[src/rtl/cpu_defs_pkg.sv]
// Shared CPU definitions: fetch state encoding, fault codes and the default datapath width.
package cpu_defs;

  localparam int CPU_DATA_W = 32;

  typedef enum logic [1:0] {
    IDLE = 2'd0,
    WAIT = 2'd1,
    HOLD = 2'd2
  } fetch_state_e;

  localparam logic [1:0] FLT_NONE     = 2'b00;
  localparam logic [1:0] FLT_MISALIGN = 2'b01;
  localparam logic [1:0] FLT_TIMEOUT  = 2'b10;

endpackage

[src/rtl/fetch_timeout_ctr.sv]
// Counts WAIT cycles without an ack; expired marks the last cycle before a timeout fault.
module fetch_timeout_ctr #(
  parameter  int TIMEOUT = 16,
  localparam int TO_W    = $clog2(TIMEOUT)
) (
  input  logic CLK,
  input  logic RESET,
  input  logic clr,
  input  logic en,
  output logic expired
);

  logic [TO_W-1:0] cnt;

  always_ff @(posedge CLK or posedge RESET) begin
    if (RESET)   cnt <= '0;
    else if (clr) cnt <= '0;
    else if (en)  cnt <= cnt + TO_W'(1);
  end

  assign expired = (cnt == TO_W'(TIMEOUT - 1));

endmodule

[src/rtl/instr_fetch_unit.sv]
// Multicycle-CPU fetch stage: PC -> imem req/ack -> IR, with PC increment pulse and sticky faults.
module instr_fetch_unit
  import cpu_defs::*;
#(
  parameter int DATA_W  = CPU_DATA_W,
  parameter int TIMEOUT = 16
) (
  input  logic              CLK,
  input  logic              RESET,
  input  logic [DATA_W-1:0] PC_in,
  input  logic              fetch_start,
  input  logic              flush,
  input  logic              fault_clr,
  output logic              imem_req,
  output logic [DATA_W-1:0] imem_addr,
  input  logic              imem_ack,
  input  logic [DATA_W-1:0] imem_rdata,
  output logic              pc_inc,
  output logic [DATA_W-1:0] IR_out,
  output logic              ir_valid,
  input  logic              ir_ready,
  output logic              fetch_busy,
  output logic              FAULT,
  output logic [1:0]        fault_code
);

  fetch_state_e      state, state_n;
  logic              req_n, vld_n, inc_n, fault_n;
  logic [DATA_W-1:0] addr_n, ir_n;
  logic [1:0]        code_n;
  logic              launch, misaligned;
  logic              cnt_clr, cnt_en, cnt_expired;

  fetch_timeout_ctr #(.TIMEOUT(TIMEOUT)) u_to_ctr (
    .CLK     (CLK),
    .RESET   (RESET),
    .clr     (cnt_clr),
    .en      (cnt_en),
    .expired (cnt_expired)
  );

  assign misaligned = (PC_in[1:0] != 2'b00);

  always_comb begin
    state_n = state;
    req_n   = imem_req;
    addr_n  = imem_addr;
    ir_n    = IR_out;
    vld_n   = ir_valid;
    inc_n   = 1'b0;
    fault_n = FAULT;
    code_n  = fault_code;
    cnt_clr = 1'b0;
    cnt_en  = 1'b0;
    // PC_in is stale during the pc_inc cycle, so HOLD only relaunches after it
    launch  = fetch_start &&
              (state == IDLE || (state == HOLD && ir_ready && !pc_inc));

    if (fault_clr) begin
      fault_n = 1'b0;
      code_n  = FLT_NONE;
    end

    if (flush) begin
      state_n = IDLE;
      req_n   = 1'b0;
      vld_n   = 1'b0;
      cnt_clr = 1'b0 | 1'b1;
    end else if (launch) begin
      vld_n = 1'b0;
      if (misaligned) begin
        fault_n = 1'b1;
        code_n  = FLT_MISALIGN;
        state_n = IDLE;
      end else begin
        addr_n  = PC_in;
        req_n   = 1'b1;
        cnt_clr = 1'b1;
        state_n = WAIT;
      end
    end else begin
      case (state)
        WAIT: begin
          if (imem_ack) begin
            ir_n    = imem_rdata;
            vld_n   = 1'b1;
            req_n   = 1'b0;
            inc_n   = 1'b1;
            cnt_clr = 1'b1;
            state_n = HOLD;
          end else if (cnt_expired) begin
            req_n   = 1'b0;
            fault_n = 1'b1;
            code_n  = FLT_TIMEOUT;
            cnt_clr = 1'b1;
            state_n = IDLE;
          end else begin
            cnt_en = 1'b1;
          end
        end
        HOLD: begin
          if (ir_ready) begin
            vld_n   = 1'b0;
            state_n = IDLE;
          end
        end
        default: ;
      endcase
    end
  end

  always_ff @(posedge CLK or posedge RESET) begin
    if (RESET) begin
      state      <= IDLE;
      imem_req   <= 1'b0;
      imem_addr  <= '0;
      pc_inc     <= 1'b0;
      IR_out     <= '0;
      ir_valid   <= 1'b0;
      fetch_busy <= 1'b0;
      FAULT      <= 1'b0;
      fault_code <= FLT_NONE;
    end else begin
      state      <= state_n;
      imem_req   <= req_n;
      imem_addr  <= addr_n;
      pc_inc     <= inc_n;
      IR_out     <= ir_n;
      ir_valid   <= vld_n;
      fetch_busy <= (state_n == WAIT);
      FAULT      <= fault_n;
      fault_code <= code_n;
    end
  end

endmodule

[config.mk]
export PLATFORM = sky130hd
export DESIGN_NAME = instr_fetch_unit
export DESIGN_NICKNAME = d
export VERILOG_FILES = /design/src/rtl/cpu_defs_pkg.sv /design/src/rtl/fetch_timeout_ctr.sv /design/src/rtl/instr_fetch_unit.sv
export SDC_FILE = /design/constraint.sdc
export NUM_CORES = 1
export LEC_CHECK = 0
export CAP_MARGIN = 20
export CORE_MARGIN = 2
export CORE_UTILIZATION = 43
export CTS_BUF_LIST = sky130_fd_sc_hd__clkbuf_8
export DETAILED_ROUTE_END_ITERATION = 16
export HOLD_SLACK_MARGIN = 0.06
export PLACE_DENSITY = 0.82
export SYNTH_ARGS = -nofsm -noshare
export SYNTH_HDL_FRONTEND = slang
export SYNTH_HIERARCHICAL = 1
export SYNTH_SLANG_ARGS = --single-unit
export TNS_END_PERCENT = 20
[constraint.sdc]
create_clock -name CLK -period 3 [get_ports CLK]
set_clock_uncertainty 0.1 [all_clocks]
set_input_delay 0.45 -clock CLK [delete_from_list [all_inputs] [get_ports CLK]]
set_output_delay 0.45 -clock CLK [all_outputs]
set_load 0.01 [all_outputs]
Yosys cells after proc, flatten, opt, wreduce, memory -nomap -nowiden
Cells that the tools add are included.
{ "word_totals": {"input_bits": 71, "output_inout_bits": 71, "register_bits": 77, "wordCells": 85} }
{ "op_classes": {"reduce_logical": 15, "eq_ne": 7, "bitwise_logic": 3, "add_sub_neg": 1, "mux": 49} }
{ "op_table": {"columns": ["operator", "n"], "rows": [
  ["$mux 1", 33],
  ["$mux 2", 12],
  ["$reduce_and 3->1", 3],
  ["$mux 4", 2],
  ["$ne 4x4->1 const B", 2],
  ["$reduce_bool 4->1", 2],
  ["$add 4x1->4 const B", 1],
  ["$eq 2x1->1 const B", 2],
  ["$eq 4x4->1 const B", 1],
  ["$pmux 2 s2", 1],
  ["$reduce_and 4->1", 1],
  ["$reduce_bool 2->1", 2],
  ["$logic_and 1x1->1", 3],
  ["$ne 3x3->1 const B", 1],
  ["$not 1->1", 3],
  ["$reduce_bool 3->1", 1],
  ["$eq 2x2->1 const B", 1],
  ["$logic_not 2->1", 1],
  ["$pmux 1 s2", 1],
  ["$logic_not 1->1", 1],
  ["$logic_or 1x1->1", 1]
]} }

Depth between registers and ports, before layout
Gate-level depths: netlist of the first run.
{ "logic_depth": {"word_depth": 9, "mapped_depth": 8, "depth_no_buf": 8} }

Modules after synthesis
The synthesis of the first run kept the hierarchy.
{ "by_module_without_submodules": {"columns": ["mod", "area_each_um2", "cells_per_inst", "n_inst", "seq_area_each_um2"], "rows": [
  ["instr_fetch_unit", 3035.4, 193, 1, 1826.8],
  ["fetch_timeout_ctr", 202.7, 18, 1, 100.1]
]} }

Worst setup path after synthesis of the first run
Ideal clock, no wire load.
{ "synth_path": {"path_type": "reg-to-reg", "start": "register state[0]", "end": "register u_to_ctr.cnt[3]", "period_less_slack_ns": 2.157, "n_path_buf": 0, "slack_ns": 0.843, "arrival_ns": 1.932, "required_time_ns": 2.775, "path_stages_with_launch": 9, "setup_time_ns": 0.125, "path_cell_list": "dfrtp_1 inv_1 ha_1 and4b_4 nor3_4 nand2_1 nor2_1 nand4_1 mux2_4"} }
{ "synth_between": {"elab_chain_cells": 8, "word_cells_on_any_way": 15, "classes_between": "eq/ne: 2; mux: 7; reduce/logical: 6"} }
{ "synth_rtl": {"columns": ["element", "line_no", "text"], "rows": [
  ["start: declaration", "instr_fetch_unit.sv:27", "fetch_state_e state, state_n;"],
  ["start signal: assignment", "instr_fetch_unit.sv:124", "state <= state_n;"],
  ["$eq 2x2->1", "instr_fetch_unit.sv:57", "(state == IDLE || (state == HOLD && ir_ready && !pc_inc));"],
  ["$logic_and 1x1->1 (2 in series)", "instr_fetch_unit.sv:57", null],
  ["$logic_or 1x1->1", "instr_fetch_unit.sv:57", null],
  ["$logic_and 1x1->1", "instr_fetch_unit.sv:56", "launch = fetch_start &&"],
  ["$mux 1 (*)", "instr_fetch_unit.sv:69", "end else if (launch) begin"],
  ["$mux 1 (*)", "instr_fetch_unit.sv:64", "if (flush) begin"],
  ["via cnt_en", "instr_fetch_unit.sv:32", "logic cnt_clr, cnt_en, cnt_expired;"],
  ["$reduce_bool 2->1 (no source line) (*)", null, null],
  ["end signal: assignment", "fetch_timeout_ctr.sv:18", "else if (en) cnt <= cnt + TO_W'(1);"],
  ["end: declaration", "fetch_timeout_ctr.sv:13", "logic [TO_W-1:0] cnt;"]
]} }
Mark *: on every way through the listed nets, which the timed path passes. The rest lies on a longest branch.
A chain may end at the register's enable or synchronous reset.

Worst setup path in the final report of the first run
{ "layout_path": {"start": "register state[0]", "end": "register IR_out[31]"} }
{ "layout_between": {"elab_chain_cells": 7, "word_cells_on_any_way": 9, "classes_between": "eq/ne: 2; bitwise: 1; reduce/logical: 6"} }
{ "layout_rtl": {"columns": ["element", "line_no", "text"], "rows": [
  ["$eq 2x2->1", "instr_fetch_unit.sv:57", null],
  ["$logic_and 1x1->1 (2 in series)", "instr_fetch_unit.sv:57", null],
  ["$logic_or 1x1->1", "instr_fetch_unit.sv:57", null],
  ["$logic_and 1x1->1", "instr_fetch_unit.sv:56", null],
  ["$not 1->1 (no source line)", null, null],
  ["$reduce_and 4->1 (no source line) (*)", null, null],
  ["end signal: assignment", "instr_fetch_unit.sv:128", "IR_out <= ir_n;"],
  ["end: declaration", "instr_fetch_unit.sv:19", "output logic [DATA_W-1:0] IR_out,"]
]} }
Mark *: on every way between the ends. The rest lies on a longest branch, timed or not.

==> results.md, run 1 <==
Run status:
- The run finished with clean final reports.

Flow run:
- The number of maximum-capacitance constraint violations is 0.

Critical path:
- The signal on the critical path passes through inv_1, ha_1, and4b_4, nor3_4, nand3_4, mux2_4.
- The type of the worst setup path is flop to flop.
- The worst endpoint required time is 3.12 ns.
- The family with the most delay on the worst path is simple AND/OR/NAND/NOR gates.
- The buffer and inverter count on the worst path is 1.
- The endpoint class of the critical path is a flop.
- In this run the worst path has a maximum fanout of 33.
- On the critical path, the stage with the largest delay is an instance of nand3_4.
- On the worst path, the slowest cell contributes a delay of approximately 0.53 ns.
- STA puts the critical path data arrival time at 2.62 ns.
- The critical path launch point type is a flop.

Detailed routing:
- The number of design rule violations left after detail routing is 0.
- In this run the remaining antenna-violating nets after routing total 0.
- In the routed layout, each cell is associated on average with a via count of 4.83.
- Summing over every cut layer, the via total after detailed routing is 2220.
- Dividing the detail-routed wire length by the instance count gives 15.7 um.
- The routed design has 7220 um of wire.
- The length of the first detailed-routing pass in iterations is 4.
- The detailed router finished its first iteration with between 70 and 80 violations.

STA:
- The post-route clock period utilization is a little over four fifths.
- At the pin with the least slew margin, the transition time is ~0.67 ns.
- Headroom to the max-slew limit came out at between 50% and 60%.
- The number of max-slew violations in the final report was 0.
- The shortest clock period the worst path allows after layout is about 2.5 ns.
- Setup repair after global routing left no endpoint under its margin.
- In the final timing run, aggregate negative setup slack is 0 ns.
- The timing-limited maximum frequency is around 0.40 GHz.
- Setup violations remaining at the end of the flow were counted as 0.
- The final count of hold timing violations is 0.
- The least setup slack across all paths after layout is about 0.49 ns.

Logic synthesis:
- The Yosys step of the flow raised 6 warnings.
- After synthesis, the largest area contributor takes up between 50% and 60% of total cell area.
- The count of flip-flops with a built-in enable after synthesis is 0.
- For this run, the register share of the synthesized area comes to around 60%.
- Summed over all instances, the cell type with the most area after synthesis is dfrtp_1.
- After synthesis, the share of flip-flops with an asynchronous set or reset is 100%.
- The dominant register cell in the synthesized netlist is dfrtp_1.
- Counting flops and latches in the post-synthesis netlist gives 77.
- The commonest cells after synthesis are 77 x dfrtp_1, 33 x mux2_2, 30 x mux2_4, 9 x inv_1.
- The distinct cell type count of the synthesized netlist is 36.
- After synthesis, the mean cell area works out to approximately 15 um^2.
- The library cell with the highest instance count after synthesis is dfrtp_1.
- Ranked by total cell area, the synthesized netlist is headed by dfrtp_1 60%, mux2_4 14%, mux2_2 11%.
- The mapped netlist covers between 3000 and 4000 um^2.
- The post-synthesis instance total is ~210.
- The synthesized netlist net count is around 290.

Clocking:
- In this run, CTS created clock tree buffers numbering 9.
- The tree built by TritonCTS fans out to between 70 and 80 sinks.
- The clock network latency to the later pin of the worst-skew pair is 0.33 ns.
- The clock-pin slew reported for the worst setup and hold paths after clock tree synthesis is about 0.08 ns.
- The clock tree root buffer cell is clkbuf_8.
- Counting along the longest clock path gives a buffer depth of 2.
- The number of hold buffers added after CTS is 0.
- The CTS tree is done.
- The number of buffers inserted by post-CTS setup repair is 0.
- The H-tree was split into 3 levels.
- Post-CTS repair changed the size of 0 cells.

Finish:
- The count of inserted antenna diode cells is 0.
- The post-route netlist has between 20% and 30% of its cells at a drive strength greater than 1.
- The fill cell instance count of the final layout is 558.
- Compared with the post-synthesis result, the final layout area differs by 51.1%.
- The layout net count is about 430.

Global route:
- Global routing used a little under a fifth of the available tracks across all layers.
- For this run the aggregate overflow at the end of global routing stands at 0.
- The initial antenna violation count came to 0.
- The global-route wire length before repair is 11800 um.
- The number of global-route vias before repair is between 2000 and 2500.
- Entering global routing, the biggest net connects 42 pins.

Die:
- The standard-cell row count is 31.
- The I/O pin count is ~140.
- The floorplan step defined a die boundary enclosing ~8000 um^2.
- The starting density of the core is 44.4%.
- The floorplan step defined a core boundary enclosing 7290 um^2.
- The die is approximately 91 um tall.
- The width of the die is between 90 and 100 um.

Place:
- In this run the tool buffered the top-level ports with roughly 140 buffer cells.
- At the end of routability-driven placement, the weighted congestion stood at 0.897.
- The post-DP HPWL is approximately 5500 um.
- The minimum setup slack after placement is between 0.2 and 0.25 ns.

Pwr:
- Power spread over the standard cell area amounts to roughly 570 nW/um^2.
- The leakage power is around 2.2 nW.
- The worst-case vdd ir drop is approximately 0.00022 V.

Min path:
- The class of the worst hold path is input pin to async pin.
-- state kept, by name (all words and copies together), names as in the netlist --
register and cells:
IR_out 32, imem_addr 32, u_to_ctr/cnt 4, fault_code 2, state 2, FAULT 1
fetch_busy 1, imem_req 1, ir_valid 1, pc_inc 1
-- worst paths after layout --
| path | cells past startpoint | to | slack (ns) | startpoint |
|---|---|---|---|---|
| max | 6 | IR_out[31]$_DFFE_PP0P_ | 0.49 | state[0]$_DFF_PP0_ |
| min | 2 | u_to_ctr/cnt[2]$_DFFE_PP0P_ | 0.28 | RESET |
| min in group CLK | 1 | FAULT$_DFF_PP0_ | 0.40 | FAULT$_DFF_PP0_ |
| max in group asynchronous | 3 | IR_out[31]$_DFFE_PP0P_ | 1.66 | RESET |
| max reg2reg | 6 | IR_out[31]$_DFFE_PP0P_ | 0.49 | state[0]$_DFF_PP0_ |
| min reg2reg | 1 | FAULT$_DFF_PP0_ | 0.40 | FAULT$_DFF_PP0_ |
-- per-layer routing --
metal	track usage, %	wire [um]
met1	23.3	3080
met2	29.2	3470
met3	4.67	504
met4	7.95	169
met5	0	0
-- stage by stage --
| step | hold WS [ns] | instances | area (um^2) | util [%] | power (mW) |
|---|---|---|---|---|---|
| after floorplan | 0.116 | 211 | 3240 | - | 1.65 |
| after global placement | 0.382 | 446 | 4740 | 65.0 | 2.14 |
| after detailed placement | 0.385 | 446 | 4740 | 65.0 | 2.17 |
| after CTS | 0.262 | 460 | 4890 | 67.1 | 2.81 |
| after global routing | 0.270 | 460 | 4890 | 67.1 | 2.91 |
| final | 0.281 | 460 | 4890 | 67.1 | 2.77 |
-- area by class of cell --
class	count	area [um^2]	area share [%]
Timing Repair Buffer	143	1440	29.4
Clock buffer	9	124	2.53
Tap cell	99	124	2.53
Sequential cell	77	1930	39.4
Inverter	9	33.8	0.690
Multi-Input combinational cell	118	1220	24.9
Clock inverter	5	30.0	0.614
-- cells in the final DEF, fill, tap and decap left out, drive strengths merged, types with 2 or more instances in the layout --
cell,synthesis,layout
nor2b,5,5
buf,7,2
mux2,63,63
clkinv,0,3
inv,9,9
nand4,2,2
and4b,2,2
nand2,7,7
nor2,7,7
a21oi,3,3
nand3,4,4
clkinvlp,0,2
clkbuf,0,9
dfrtp,77,77
ha,5,5
o21ai,2,2
nor3,2,2
clkdlybuf4s50,0,141
-- cell families (layout without fill, tap and decap cells) --
group	Yosys count	count (layout)	share of synthesized area (%)
flip-flops	77	77	59.5
AO/OA/AOI/OAI	15	15	3.48
buffers and inverters	16	166	2.94
multiplexers	64	64	25.7
AND/OR/NAND/NOR	33	33	6.18
adder cells (fa/ha/maj)	5	5	1.93
XOR/XNOR	1	1	0.271
-- power breakdown --
group | switching, mW | total, mW | internal [mW] | leakage [nW]
Clock | 0.345 | 0.631 | 0.286 | 0.0767
Combinational | 0.266 | 0.822 | 0.556 | 1.16
Sequential | 0.101 | 1.32 | 1.22 | 0.987
Note: power is estimated with default switching activity, not from simulation.
==> inputs of run 2 (changes only) <==
clock period = 2.6 ns   (was 3 ns; I/O delays follow)
==> results.md, run 2 (same netlist as run 1, synthesis figures left out) <==
Place:
- Summed over all nets, the half-perimeter wirelength after detailed placement is between 5000 and 6000 um.
- Timing analysis after detailed placement gives a worst setup slack of roughly 0.26 ns.
- The placer's final routability congestion estimate is just over 0.8.
- The number of buffers inserted by port buffering is 141.

STA:
- Setup violations remaining at the end of the flow were counted as 0.
- Timing would allow up to 0.472 GHz.
- Headroom to the max-slew limit came out at about 74%.
- In the final timing run, aggregate negative setup slack is 0 ns.
- The number of max-slew violations in the final report is 0.
- The final count of hold timing violations was 0.
- Setup repair after global routing left no endpoint under its margin.
- The post-route clock period utilization is 81.6%.
- The worst hold slack after final layout is ~0.18 ns.
- The least setup slack across all paths after layout is around 0.48 ns.
- The clock period could shrink to 2.12 ns.
- The slew at the pin with the worst max-slew slack is ~0.38 ns.

Detailed routing:
- The detailed-route via count is 2189.
- In this run, the number of DRC markers left after iteration 0 of detailed routing was roughly 120.
- After detailed routing, the number of remaining DRC violations is 0.
- In the final routed layout, each cell accounts on average for 15.4 um.
- Summed over all layers, the routed wires come to about 7000 um.
- The first TritonRoute pass finished after 4 iterations.
- The post-route antenna net violation count is 0.
- The mean number of vias per cell is 4.72.

Critical path:
- In this run the worst path has a maximum fanout of 7.
- The worst setup path is of the flop to flop kind.
- Among all stages on the critical path, the largest delay is contributed by dfrtp_1.
- The delay of the slowest critical-path stage is about 0.39 ns.
- The arrival time at the worst endpoint is between 2 and 2.5 ns.
- Data on the critical path is required at its endpoint by approximately 2.7 ns.
- The endpoint class of the critical path is a flop.
- The critical path launch point type is a flop.
- The number of buffers and inverters on the critical path is 1.
- Walking the worst path, the cells encountered are inv_1, ha_1, and4b_4, nor3_4, nand2_1, nor2_1, nand4_1, mux2_4.
- The family with the most delay on the worst path is simple AND/OR/NAND/NOR gates.

Die:
- The area inside the core boundary is 7290 um^2.
- The die is just over 90 um tall.
- The floorplan step defined a die boundary enclosing approximately 8000 um^2.
- The I/O pin count is 142.
- In this run the core area contains 31 standard-cell rows.
- For this configuration, the core starts out at a cell density of 44.4%.
- The die is between 90 and 100 um wide.

Clocking:
- Counting along the longest clock path gives a buffer depth of 2.
- The number of buffers created by CTS is 9.
- The clock-pin slew reported for the worst setup and hold paths after clock tree synthesis is 0.07 ns.
- The number of setup buffers added after CTS is 0.
- The number of hold buffers added after CTS is 0.
- The clock network latency to the later pin of the worst-skew pair is around 0.34 ns.
- The H-tree was split into 3 levels.
- TritonCTS built the clock tree.
- The number of clock sinks seen by CTS is slightly below 80.
- The count of cells resized by post-cts repair is 0.
- In this run the clock root is driven by a clkbuf_8.

Pwr:
- The switching part of the total is between 20% and 30%.
- The power density relative to cell area is 686 nW/um^2.
- Summed over all cells, the static leakage comes to roughly 2.3 nW.
- The part of the power in registers is around 44%.
- Of the total power, combinational logic draws between 20% and 30%.
- VDD sags by at most between 0.0003 and 0.0004 V.
- Internal power comes to 2.60 mW.
- The clock network accounts for 28.0% of the total power.
- The reported net switching power is 0.827 mW.

Global route:
- The final global-route overflow total is 0.
- The first global-routing pass estimated 11700 um of wire.
- The overall track demand over capacity in global routing is around 18%.
- Entering global routing, the biggest net connects 74 pins.
- The initial antenna violation count is 0.
- The number of global-route vias before repair is ~2300.

Finish:
- Leaving out fill and tap cells, the most frequent cells in the layout are 141 x clkdlybuf4s50_1, 77 x dfrtp_1, 33 x mux2_2.
- Compared with the post-synthesis result, the final layout area differs by 54.4%.
- The library cell used most frequently in the layout, excluding fill and tap cells, is clkdlybuf4s50_1.
- In the final layout, the registers with the most flip-flops are IR_out (32), imem_addr (32), u_to_ctr/cnt (4).
- Of the cells placed in the final design, the portion with a size suffix greater than 1 is approximately 25%.
- The share of the core filled with cells in the final layout is 68.6%.
- In the final design database the tool counted 437 nets.
- The number of antenna diodes in the final layout is 0.

Run status:
- The flow ran to the end, and the final reports show no timing, DRC or antenna violations.

Flow run:
- The number of maximum-capacitance constraint violations is 0.

Min path:
- The worst hold path belongs to the class input pin to async pin.
-- run 2: worst paths after layout --
check | start | slack (ns) | end | depth (start not counted)
worst max-delay path | state[0]$_DFF_PP0_ | 0.48 | u_to_ctr/cnt[3]$_DFFE_PP0P_ | 8
max in group asynchronous | RESET | 1.71 | state[1]$_DFF_PP0_ | 3
min in group CLK | imem_addr[1]$_DFFE_PP0P_ | 0.40 | imem_addr[1]$_DFFE_PP0P_ | 1
worst min-delay path | RESET | 0.18 | u_to_ctr/cnt[1]$_DFFE_PP0P_ | 2
worst max register to register | state[0]$_DFF_PP0_ | 0.48 | u_to_ctr/cnt[3]$_DFFE_PP0P_ | 8
worst min register to register | imem_addr[1]$_DFFE_PP0P_ | 0.40 | imem_addr[1]$_DFFE_PP0P_ | 1
-- run 2: area by class of cell --
| type | count | area (um^2) |
|---|---|---|
| fill | 559 | 2290 |
| sequential | 77 | 1930 |
| timing repair buffer | 146 | 1490 |
| multi-input combinational | 118 | 1220 |
| clock buffer | 10 | 138 |
| tap | 99 | 124 |
| clock inverter | 5 | 75.1 |
| inverter | 9 | 33.8 |
-- run 2: metrics by stage --
step                total power [mW]  instances  cell area, um^2
global route                    3.61        464             5000
finish                          3.43        464             5000
floorplan                       1.90        211             3240
global placement                2.47        449             4790
detailed placement              2.50        449             4790
CTS                             3.48        464             5000
-- run 2: power by group through the flow --
stage               combinational (mW)  clock [mW]  sequential [mW]
floorplan                        0.275           0             1.63
global placement                 0.941           0             1.53
detailed placement               0.966           0             1.54
global route                      1.01        1.05             1.55
CTS                              0.967       0.994             1.52
finish                           0.953       0.960             1.52
-- run 2: layer usage --
metal / part of all wire, % / GRT usage (%)
met3: 6.1 / 4.42
met1: 44 / 24.2
met2: 48 / 28.7
met4: 1.9 / 7.95
met5: 0 / 0
==> inputs of run 3 (changes only) <==
CORE_UTILIZATION = 39   (was 43)
PLACE_DENSITY = 0.78   (was 0.82)
clock period = 1.95 ns   (was 2.6 ns; I/O delays follow)
==> results.md, run 3 (same netlist as run 1, synthesis figures left out) <==
Detailed routing:
- For this run, the detailed router's first-pass iteration total came to 4.
- Dividing the detail-routed wire length by the instance count gives about 15 um.
- The post-route antenna net violation count is 0.
- The sum of routed wire length over all layers is approximately 7400 um.
- For this run, design rule violations remaining after detail routing come to 0.
- For this block, the via count after detailed routing is 2263.
- In this run, the number of DRC markers left after iteration 0 of detailed routing was 100.
- The mean number of vias per cell is about 4.6.

Place:
- The minimum setup slack after placement is -0.182 ns.
- The HPWL after detailed placement is between 5000 and 6000 um.
- The standard cell area after detailed placement is 4910 um^2.
- The count of buffers added on input and output ports is around 140.
- At the end of routability-driven placement, the weighted congestion stood at 0.809.

Clocking:
- The clock tree root buffer cell is clkbuf_8.
- The H-tree was split into 3 levels.
- The CTS tree is done.
- Clock latency on the worst-skew pair, taken at its later pin, is approximately 0.34 ns.
- The number of hold buffers added after CTS is 0.
- The number of buffers created by CTS is 9.
- The maximum root-to-sink buffer count is 2.
- The clock net in this run drives a total of 77 sinks.
- The clock-pin slew reported for the worst setup and hold paths after clock tree synthesis is 0.08 ns.

STA:
- Measured against its own limit, the worst slew margin works out to 76.9%.
- The final count of hold timing violations is 0.
- For the pin with the worst max-slew slack, the measured transition is 0.346 ns.
- The final-report setup violation count is 0.
- The number of max-slew violations in the final report is 0.
- The post-route clock period utilization is between 90% and 100%.
- The worst hold slack after final layout is 0.104 ns.
- The least setup slack across all paths after layout is between 0.01 and 0.015 ns.
- The shortest clock period the worst path allows after layout is 1.94 ns.
- Based on the critical path, the design can be clocked at up to around 0.52 GHz.
- Setup repair after global routing could not meet its margin everywhere.

Pwr:
- The portion of total power attributed to combinational logic is between 20% and 30%.
- The worst-case IR drop observed on VDD is 0.000510 V.
- The switching part of the total is between 20 and 25%.
- The power density relative to cell area is ~900 nW/um^2.
- The part of the power in registers is 42.6%.
- Total power for the finished layout comes to 4.74 mW.
- The leakage power is 2.38 nW.
- The analysis attributes to net switching a power of 1.14 mW.
- The share of total power dissipated in the clock network is between 20% and 30%.
- The internal power consumption is 3.60 mW.

Critical path:
- The worst setup path is launched from a flop.
- For the worst setup path, the data required time is around 2.1 ns.
- The worst setup path is of the flop to flop kind.
- The source of the worst register-to-register timing path is state[1]$_DFF_PP0_.
- The destination of the worst register-to-register timing path is IR_out[15]$_DFFE_PP0P_.
- The depth of the worst register-to-register path is 6.
- The largest driver fanout on the critical path is 25.
- The arrival time at the worst endpoint is approximately 2.1 ns.
- The worst setup path is captured at a flop.
- For flop-to-flop paths, the worst setup slack is 0.01 ns.

Finish:
- The relative area change from synthesis to final layout is 61.8%.
- In the final layout, the share of cells above drive strength 1 is approximately 30%.
- The final layout contains ~460 nets.
- The final non-filler cell area is around 5200 um^2.
- In the layout the commonest cells are 141 x clkdlybuf4s50_1, 77 x dfrtp_1, 33 x mux2_2.
- The most common cell after layout, fill and taps aside is clkdlybuf4s50_1.
- The largest registers in the layout are IR_out (32), imem_addr (32), u_to_ctr/cnt (4).
- The count of inserted antenna diode cells is 0.

Global route:
- The global-route wire length before repair is ~12000 um.
- Entering global routing, the biggest net connects 47 pins.
- The initial antenna violation count is 0.
- The number of global-route vias before repair was 2405.
- The overall track demand over capacity in global routing is ~17%.
- The final global-route overflow total is 0.

Flow run:
- The number of maximum-capacitance constraint violations is 0.

Die:
- The height of the die is roughly 95 um.
- The floorplan die area is about 9000 um^2.
- The I/O pin count is 142.
- The starting density of the core is around two fifths.
- Row generation in the floorplan step produced 33 rows.
- The width of the die is around 95 um.
- The region available for standard cell placement spans 8130 um^2.

Run status:
- The flow ran to the end, and the final reports show no timing, DRC or antenna violations.

Min path:
- The class of the worst hold path is input pin to async pin.
==> run 3: cell count changes in the layout (fill, tap and decap cells not counted), sizes merged <==
cell	delta
buf	+18
bufinv	+1
clkbuf	-1
clkinvlp	+2
clkinv	-1
==> run 3: per-stage QoR <==
step / setup TNS, ns / cells / util (%)
floorplan: -0.220 / 211 / -
global placement: -6.62 / 470 / 60.4
detailed placement: -10.15 / 470 / 60.4
CTS: -0.00365 / 487 / 63.8
global route: -0.916 / 489 / 64.4
finish: 0 / 489 / 64.4
==> run 3: power by group through the flow <==
stage	clock (mW)	combinational, mW	sequential (mW)
3_5_place_dp	0	1.31	2.05
2_1_floorplan	0	0.367	2.17
3_3_place_gp	0	1.28	2.04
4_1_cts	1.46	1.32	2.02
5_1_grt	1.54	1.39	2.06
6_report	1.42	1.30	2.02
==> run 3: worst max-delay path, stage by stage, from the launching register on <==
cell     delay [ns]
dfrtp_1        0.43
ha_4           0.18
and4b_4        0.20
nor3_4         0.26
nand3_4        0.12
buf_12         0.19
mux2_4         0.31
==> run 3: layer usage <==
layer	up-vias	track usage, %	wire length [um]
li1	1078	-	-
met1	1085	20.0	2980
met2	94	28.2	3730
met3	6	6.56	661
met4	0	5.43	70
met5	-	0	0
==> run 3: what timing repair did <==
| action | CTS | global route |
|---|---|---|
| setup endpoints to repair | 59 | 67 |
| pin swaps | 3 | 4 |
| gates cloned | 1 | 0 |
| resized for setup | 5 | 9 |
| setup buffers | 0 | 2 |
==> run 3: area by class of cell <==
| cell class | count | area (um^2) |
|---|---|---|
| sequential | 77 | 1930 |
| inverter | 9 | 37.5 |
| tap | 105 | 131 |
| timing repair buffer | 164 | 1650 |
| fill | 619 | 2900 |
| clock buffer | 9 | 124 |
| multi-input combinational | 118 | 1260 |
| clock inverter | 7 | 115 |
==> run 3: worst max path at each step <==
stage / endpoint / slack (ns) / cells past startpoint / startpoint
finish: IR_out[15]$_DFFE_PP0P_ / 0.01 / 6 / state[1]$_DFF_PP0_
global route: u_to_ctr/cnt[3]$_DFFE_PP0P_ / -0.06 / 7 / state[1]$_DFF_PP0_
CTS: u_to_ctr/cnt[3]$_DFFE_PP0P_ / -0.004 / 6 / u_to_ctr/cnt[1]$_DFFE_PP0P_
detailed placement: imem_addr[29]$_DFFE_PP0P_ / -0.18 / 5 / ir_ready
global placement: imem_addr[22]$_DFFE_PP0P_ / -0.13 / 5 / ir_ready
floorplan: u_to_ctr/cnt[3]$_DFFE_PP0P_ / -0.21 / 8 / state[0]$_DFF_PP0_
